$ cat src/rtl/dp_pkg.sv
// Shared types and default geometry for the direction-predictor update scheduler.
// Optional build macro: DP_UPD_STATS_EN (grant/stall counters on the top).
package dp_pkg;

  localparam int IDX_W = 7;
  localparam int AW    = 32;

  typedef enum logic {
    ST_IDLE  = 1'b0,
    ST_FLUSH = 1'b1
  } state_t;

  typedef struct packed {
    logic [AW-1:0] pc;
    logic          taken;
    logic [AW-1:0] offset;
  } upd_rec_t;

endpackage

$ cat src/rtl/dp_rr_arb2.sv
// Two-way round-robin arbiter; owns its rotating priority pointer.
// Pointer moves to the port that was not granted after every grant.
module dp_rr_arb2 (
  input  logic       clk,
  input  logic       rst_n,
  input  logic [1:0] valid,
  output logic [1:0] gnt
);

  logic rr_ptr;

  always_comb begin
    gnt = 2'b00;
    unique case (valid)
      2'b01:   gnt = 2'b01;
      2'b10:   gnt = 2'b10;
      2'b11:   gnt = rr_ptr ? 2'b10 : 2'b01;
      default: gnt = 2'b00;
    endcase
  end

  always_ff @(posedge clk or negedge rst_n) begin
    if (!rst_n) begin
      rr_ptr <= 1'b0;
    end else if (gnt[0]) begin
      rr_ptr <= 1'b1;
    end else if (gnt[1]) begin
      rr_ptr <= 1'b0;
    end
  end

endmodule

$ cat src/rtl/dp_update_sched.sv
// Update scheduler: arbitrates two branch-resolution ports onto the
// predictor write port and walks a table flush. Macro: DP_UPD_STATS_EN.
module dp_update_sched
  import dp_pkg::*;
#(
  parameter int BHT_ENTERIES    = 1 << IDX_W,
  parameter int BTB_ENTERIES    = 32,
  parameter int INSTR_SIZE_BYTE = AW / 8,
  localparam int IW = $clog2((BTB_ENTERIES > BHT_ENTERIES) ?
                             BTB_ENTERIES : BHT_ENTERIES),
  localparam int UW = INSTR_SIZE_BYTE * 8
) (
  input  logic          clk,
  input  logic          rst_n,
  input  logic          in_req0_valid,
  input  logic [UW-1:0] in_req0_pc,
  input  logic          in_req0_taken,
  input  logic [UW-1:0] in_req0_offset,
  output logic          out_req0_ready,
  input  logic          in_req1_valid,
  input  logic [UW-1:0] in_req1_pc,
  input  logic          in_req1_taken,
  input  logic [UW-1:0] in_req1_offset,
  output logic          out_req1_ready,
  input  logic          in_flush,
  output logic          out_upd_valid,
  output logic [UW-1:0] out_upd_pc,
  output logic          out_upd_taken,
  output logic [UW-1:0] out_upd_offset,
  output logic          out_flush_valid,
  output logic [IW-1:0] out_flush_idx,
  output logic          out_flush_done,
`ifdef DP_UPD_STATS_EN
  output logic [31:0]   out_stat_grant0,
  output logic [31:0]   out_stat_grant1,
  output logic [31:0]   out_stat_stall,
`endif
  output logic          out_busy
);

  localparam logic [IW-1:0] LAST = IW'(BHT_ENTERIES - 1);

  state_t        state, state_nx;
  logic [IW-1:0] idx, idx_nx;
  logic          done_nx;
  logic          block;
  logic [1:0]    vld, gnt;

  // A flush request, the walk itself and reset all pre-empt updates
  assign block = !rst_n || (state == ST_FLUSH) || in_flush;
  assign vld   = {in_req1_valid, in_req0_valid} & {2{!block}};

  dp_rr_arb2 u_arb (
    .clk   (clk),
    .rst_n (rst_n),
    .valid (vld),
    .gnt   (gnt)
  );

  assign out_req0_ready  = gnt[0];
  assign out_req1_ready  = gnt[1];
  assign out_busy        = (state == ST_FLUSH);
  assign out_flush_valid = (state == ST_FLUSH);
  assign out_flush_idx   = idx;

  always_comb begin
    state_nx = state;
    idx_nx   = idx;
    done_nx  = 1'b0;
    unique case (state)
      ST_IDLE: begin
        if (in_flush) begin
          state_nx = ST_FLUSH;
          idx_nx   = '0;
        end
      end
      ST_FLUSH: begin
        if (idx == LAST) begin
          state_nx = ST_IDLE;
          done_nx  = 1'b1;
        end else begin
          idx_nx = idx + 1'b1;
        end
      end
      default: state_nx = ST_IDLE;
    endcase
  end

  always_ff @(posedge clk or negedge rst_n) begin
    if (!rst_n) begin
      state          <= ST_IDLE;
      idx            <= '0;
      out_flush_done <= 1'b0;
    end else begin
      state          <= state_nx;
      idx            <= idx_nx;
      out_flush_done <= done_nx;
    end
  end

  always_ff @(posedge clk or negedge rst_n) begin
    if (!rst_n) begin
      out_upd_valid  <= 1'b0;
      out_upd_pc     <= '0;
      out_upd_taken  <= 1'b0;
      out_upd_offset <= '0;
    end else begin
      out_upd_valid <= |gnt;
      if (gnt[0]) begin
        out_upd_pc     <= in_req0_pc;
        out_upd_taken  <= in_req0_taken;
        out_upd_offset <= in_req0_offset;
      end else if (gnt[1]) begin
        out_upd_pc     <= in_req1_pc;
        out_upd_taken  <= in_req1_taken;
        out_upd_offset <= in_req1_offset;
      end
    end
  end

`ifdef DP_UPD_STATS_EN
  logic stall;

  assign stall = (in_req0_valid && !gnt[0]) ||
                 (in_req1_valid && !gnt[1]);

  always_ff @(posedge clk or negedge rst_n) begin
    if (!rst_n) begin
      out_stat_grant0 <= '0;
      out_stat_grant1 <= '0;
      out_stat_stall  <= '0;
    end else begin
      if (gnt[0] && out_stat_grant0 != 32'hFFFF_FFFF)
        out_stat_grant0 <= out_stat_grant0 + 32'd1;
      if (gnt[1] && out_stat_grant1 != 32'hFFFF_FFFF)
        out_stat_grant1 <= out_stat_grant1 + 32'd1;
      if (stall && out_stat_stall != 32'hFFFF_FFFF)
        out_stat_stall <= out_stat_stall + 32'd1;
    end
  end
`endif

endmodule
$ cat config.mk
export PLATFORM = sky130hd
export DESIGN_NAME = dp_update_sched
export DESIGN_NICKNAME = d
export VERILOG_FILES = /design/src/rtl/dp_pkg.sv /design/src/rtl/dp_rr_arb2.sv /design/src/rtl/dp_update_sched.sv
export SDC_FILE = /design/constraint.sdc
export NUM_CORES = 1
export LEC_CHECK = 0
export BUFFER_PORTS_ARGS = -buffer_cell sky130_fd_sc_hd__buf_2
export CORE_ASPECT_RATIO = 2
export CORE_MARGIN = 2
export CORE_UTILIZATION = 45
export DETAILED_ROUTE_END_ITERATION = 6
export PLACE_DENSITY = 0.82
export SYNTH_ARGS = -nofsm -noshare
export SYNTH_HDL_FRONTEND = slang
export SYNTH_SLANG_ARGS = --single-unit
$ cat constraint.sdc
create_clock -name clk -period 1.98 [get_ports clk]
set_clock_uncertainty 0.05 [all_clocks]
set_input_delay 0 -clock clk [delete_from_list [all_inputs] [get_ports clk]]
set_output_delay 0 -clock clk [all_outputs]
set_load 0.005 [all_outputs]
# After elaboration in Yosys (flattened, before gate mapping)
# Cells that the tools add are included.
# classes
eq_ne	6
bitwise	2
n_addsub	1
mux	18
reduce_logical	7
# ops
operator	count
32-bit two-way mux	4
7-bit two-way mux	2
7-bit case mux with 2 select lines	1
1-bit two-way mux	8
7-bit by 1-bit adder with 7-bit output, second input constant	1
7-bit == test, second input constant	1
2-bit case mux with 3 select lines	1
2-bit == test, second input constant	2
2-bit != test, second input constant	2
2-bit AND	1
2-bit by 1-bit == test with 1-bit output, second input constant	1
1-bit logical NOT	2
1-bit logical OR	2
2-bit two-way mux	1
1-bit case mux with 2 select lines	1
2-bit AND reduction	1
2-bit nonzero test	1
2-bit OR reduction	1
1-bit inverter	1
# totals
output_inout_bits	78
reg_bits	76
elab_cells	42

# Longest topological paths before layout
# logic_depth
ltp_word	9
depth_mapped	6
depth_no_buf	4

# Modules after synthesis
# A second synthesis with hierarchy kept.
# unflattened
cells_unflattened	339
area_unflattened_um2	3588.4
# by_module_without_submodules
module	cells_per_inst	instances	area_each_um2
dp_update_sched	333	1	3534.6
dp_rr_arb2	6	1	53.8

# Worst setup path after synthesis
# No wires, ideal clock.
# synth_timing
kind	register -> register
start	register state (netlist: out_busy)
end	register out_upd_offset[0]
slack_ps	480
stages_incl_launch_ff	7
t_arrival_ps	1368
setup_ps	82
required_time_ps	1848
synth_period_minus_slack_ps	1500
path_cell_list	dfrtp_1 -> buf_2 -> and4bb_1 -> buf_4 -> buf_2 -> nand3_1 -> a31oi_1
# synth_between
elab_chain_cells	7
# synth_rtl
element	line	source
start, declared	dp_update_sched.sv:43	state_t state, state_nx;
start signal, assigned	dp_update_sched.sv:95	state <= state_nx;
1-bit logical OR (*) (2 in a row)	dp_update_sched.sv:50	assign block = !rst_n || (state == ST_FLUSH) || in_flush;
1-bit logical NOT (*)	dp_update_sched.sv:51	assign vld = {in_req1_valid, in_req0_valid} & {2{!block}};
2-bit AND (*)	dp_update_sched.sv:51	
2-bit == test / 2-bit by 1-bit == test with 1-bit output (equally long branches)	dp_rr_arb2.sv:14	unique case (valid)
2-bit case mux with 3 select lines (*)	dp_rr_arb2.sv:14	
32-bit two-way mux / 2-bit nonzero test (equally long branches)	--	
end signal, assigned	dp_update_sched.sv:112	out_upd_offset <= in_req0_offset;
end signal, assigned	dp_update_sched.sv:116	out_upd_offset <= in_req1_offset;
end, declared	dp_update_sched.sv:29	output logic [UW-1:0] out_upd_offset,
# Mark *: on every way between the ends. The rest lies on a longest branch, timed or not.
# A chain may end at the register's enable or synchronous reset.

# Worst setup path after layout
# layout_timing
start	register u_arb.rr_ptr
end	register out_upd_pc[29]
# layout_between
elab_chain_cells	3
# layout_rtl
element	line	source
start, declared	dp_rr_arb2.sv:10	logic rr_ptr;
start signal, assigned	dp_rr_arb2.sv:24	rr_ptr <= 1'b0;
start signal, assigned	dp_rr_arb2.sv:26	rr_ptr <= 1'b1;
start signal, assigned	dp_rr_arb2.sv:28	rr_ptr <= 1'b0;
2-bit two-way mux (*)	dp_rr_arb2.sv:17	2'b11: gnt = rr_ptr ? 2'b10 : 2'b01;
2-bit case mux with 3 select lines (*)	dp_rr_arb2.sv:14	
32-bit two-way mux / 2-bit nonzero test (equally long branches)	--	
end signal, assigned	dp_update_sched.sv:110	out_upd_pc <= in_req0_pc;
end signal, assigned	dp_update_sched.sv:114	out_upd_pc <= in_req1_pc;
end, declared	dp_update_sched.sv:27	output logic [UW-1:0] out_upd_pc,
# Marked as above.

==> results.txt <==
- Status: finished clean
* Buffers added on ports: 212
- Global-route wire length before repair: 26.64 mm
- Weighted congestion reported at the end of routability-driven placement: 0.8991
- In the final routed layout, each cell accounts on average for 19.98 um.
- Summed over all layers, the routed wires come to 16.96 mm.
- Across the run, the number of max-cap violations was 0.
- Commonest non-fill, non-tap cell in the layout: sky130_fd_sc_hd__buf_2
- Reg2Reg Depth: 4
* Maximum count of clock buffers along a single path: 2
- Number of register bits inferred by synthesis: 76
* Power per standard cell area: 1062 mW/mm^2
- CP Data Required Time: 2.17 ns
- Slew HR: 36.91%
- Summed over all cells, the static leakage comes to 2.983 nW.
* Final max-slew violation count: 0
- H-tree lvl count: 3
- # clock sinks: 76
- Setup repair after global routing left no endpoint under its margin.
- Number of nets produced by synthesis: 563
- Layout cell share with drive strength beyond 1: 33.47%
* Number of setup violations in the final report: 0
- For the pin with the worst max-slew slack, the measured transition is 0.9464 ns.
* Overall power consumption: 0.006929 W
- CP Data Arrival Time: 1.94 ns
- Largest net degree at the start of global routing: 75
- The finished cells cover 0.006523 sq mm.
- Total DRC errors in the routed layout: 0
- Area of the die: 0.009228 sq mm
- Kind of end point of the critical path: register
- Counting the buffers created by CTS gives 9.
* Share of synthesized area occupied by flip-flops and latches: 50.12%
* Placeable core region: 0.008233 sq mm
- Starting Density: 46.09%
- The number of antenna violations at the first check in global routing is 1.
- Number of distinct standard cells referenced by the synthesized netlist: 31
* Post-synth EDFFs: 0
* Pre-Repair DR Iteration Count: 5
* Number of core rows: 47
- Most used cells in the layout excluding fill and tap cells: sky130_fd_sc_hd__buf_2, sky130_fd_sc_hd__dlygate4sd3_1, sky130_fd_sc_hd__dfrtp_1, sky130_fd_sc_hd__nand3_1, sky130_fd_sc_hd__a31oi_1
* Syn Std Cell Area: 0.003795 sq mm
* Net total in the final layout: 881
- In this run the worst path has a maximum fanout of 29.
- GR Overflow Total: 0
- Highest clock rate: 569.6 MHz
- Hold Path Depth: 3
- The number of setup buffers added after CTS is 0.
* Start-to-end type of the worst setup path: reg -> reg
- TritonCTS built the clock tree.
- At the later pin of the worst-skew pair, clock insertion delay measures 0.33 ns.
- Primary flip-flop cell chosen by synthesis mapping: sky130_fd_sc_hd__dfrtp_1
* Relative area change from synthesis to final layout: 71.88%
- Worst Setup Start Kind: register
- Cells fill 79.22% of the core in the end.
- In this run the register-to-register setup slack is 0.22 ns.
* Peak supply drop: 0.8167 mV
- Ordered cell list for the critical path: nand2b_2, buf_4, nand3_1, a31oi_1
- Setup tns final: 0 ns
* # IOs: 213
- Count of vias placed by the detailed router: 5268
- The via count of the first global-routing pass came to 5382.
- CP max stage delay: 0.43 ns
- Count of synthesis-stage warnings from yosys: 0
* Fraction of registers with async set or reset after synthesis: 100.0%
* Cts-stage hold buffer count: 132
* Number of cells upsized or downsized after cts: 0
- The share of synthesized area in the top cell type comes to 50.12%.
- Of the available clock period, the critical path in the final layout requires 88.67%.
- The path class of the tightest hold or removal check is in -> reg.
- Area contributors post-synth: sky130_fd_sc_hd__dfrtp_1, sky130_fd_sc_hd__a31oi_1, sky130_fd_sc_hd__nand3_1
- Once placement finished, the instance area stood at 0.004896 sq mm.
* DRT iter0 DRCs: 761
- Mean area per synthesized cell: 8.887 sq um
- Final Hold Fails: 0
- Routed vias/inst: 6.205
- The slowest stage of the critical path is the sky130_fd_sc_hd__nand2b_2 cell.
* Chip Width: 68.94 um
- Reg clk slew, reported paths: 0.06 ns
- Post-DRT Antenna Nets: 0
- Of all cell types, the one taking the most synthesized area is sky130_fd_sc_hd__dfrtp_1.
* Post-Syn Instances: 427
- For this run, the total global-route usage over all layers was measured as 38.37%.
- Root buffer cell: sky130_fd_sc_hd__clkbuf_16
- Final period demand of the worst path: 1.756 ns
* Post-DP HPWL: 8.891 mm
- The die is 133.9 um tall.
- On the final layout, the worst hold slack is 0.01614 ns.
-- where the power goes --
group / internal (W) / switching (W)
combinational: 0.00123 / 0.00138
clock: 0.00104 / 0.000621
sequential: 0.00222 / 0.000449
total: 0.00448 / 0.00245
-- path summary, 6_finish.rpt --
check	end	start
max reg2reg	out_upd_pc[29]	u_arb.rr_ptr
min in group asynchronous	out_flush_idx[6]	rst_n
max	out_upd_pc[29]	u_arb.rr_ptr
min	out_upd_offset[7]	in_req0_offset[7]
min reg2reg	out_flush_idx[0]	out_flush_idx[0]
max in group asynchronous	out_flush_done	rst_n
-- synth_stat cells, drive strengths merged (2+ instances only) --
library cell / n
o21a: 2
a31oi: 67
nor2: 3
nand2: 2
nand3: 67
a21oi: 2
inv: 3
clkbuf: 29
a311oi: 3
nand4bb: 2
nor3: 66
buf: 23
and3: 2
a41oi: 2
dfrtp: 76
o21ai: 68
-- layout make-up --
cell class              count  area [sq um]
clock buffers              11         252.7
clock inverters             5         50.05
well taps                  98         122.6
multi-input cells         296          1659
diodes                      1         2.502
fillers                   516          1710
inverters                   3         11.26
repair buffers            359          2522
flip-flops and latches     76          1902
-- state kept, by name, summed over array words and instances, names as in the netlist --
signal	cells
u_arb.rr_ptr	1
out_flush_idx	7
out_upd_pc	32
out_upd_valid	1
out_flush_done	1
out_upd_taken	1
out_busy	1
out_upd_offset	32
-- worst max-delay path, delay by kind of cell, from the launching register on --
kind / cells / cell delay, ns
buffers and inverters: 1 / 0.41
AND/OR/NAND/NOR: 2 / 0.59
flip-flops: 1 / 0.38
AO/OA/AOI/OAI: 1 / 0.22
-- logic make-up after synthesis --
logic type      after synthesis  share of synthesized area [%]
flops                        76                          50.12
compound gates              145                          22.06
fa+ha+maj                     1                         0.3297
simple gates                149                          20.38
buf+inv                      55                          6.857
mux                           1                         0.2638
-- metal layers --
| metal | vias to the layer above | GRT usage (%) | part of all wire, % |
|---|---|---|---|
| met5 | - | 0 | 0 |
| met4 | 0 | 25.82 | 7.9 |
| met3 | 135 | 10.07 | 9.6 |
| met2 | 465 | 61.00 | 50 |
| met1 | 2415 | 43.39 | 32 |
| li1 | 2253 | - | - |
-- through the flow --
| step | setup WS, ns | instances |
|---|---|---|
| 4_1_cts | 0.2675 | 848 |
| 6_report | 0.2243 | 849 |
| 3_5_place_dp | 0.3331 | 700 |
| 5_1_grt | 0.1210 | 849 |
| 3_3_place_gp | 0.4328 | 700 |
| 2_1_floorplan | 0.4797 | 427 |
Note: power is estimated with default switching activity, not from simulation.
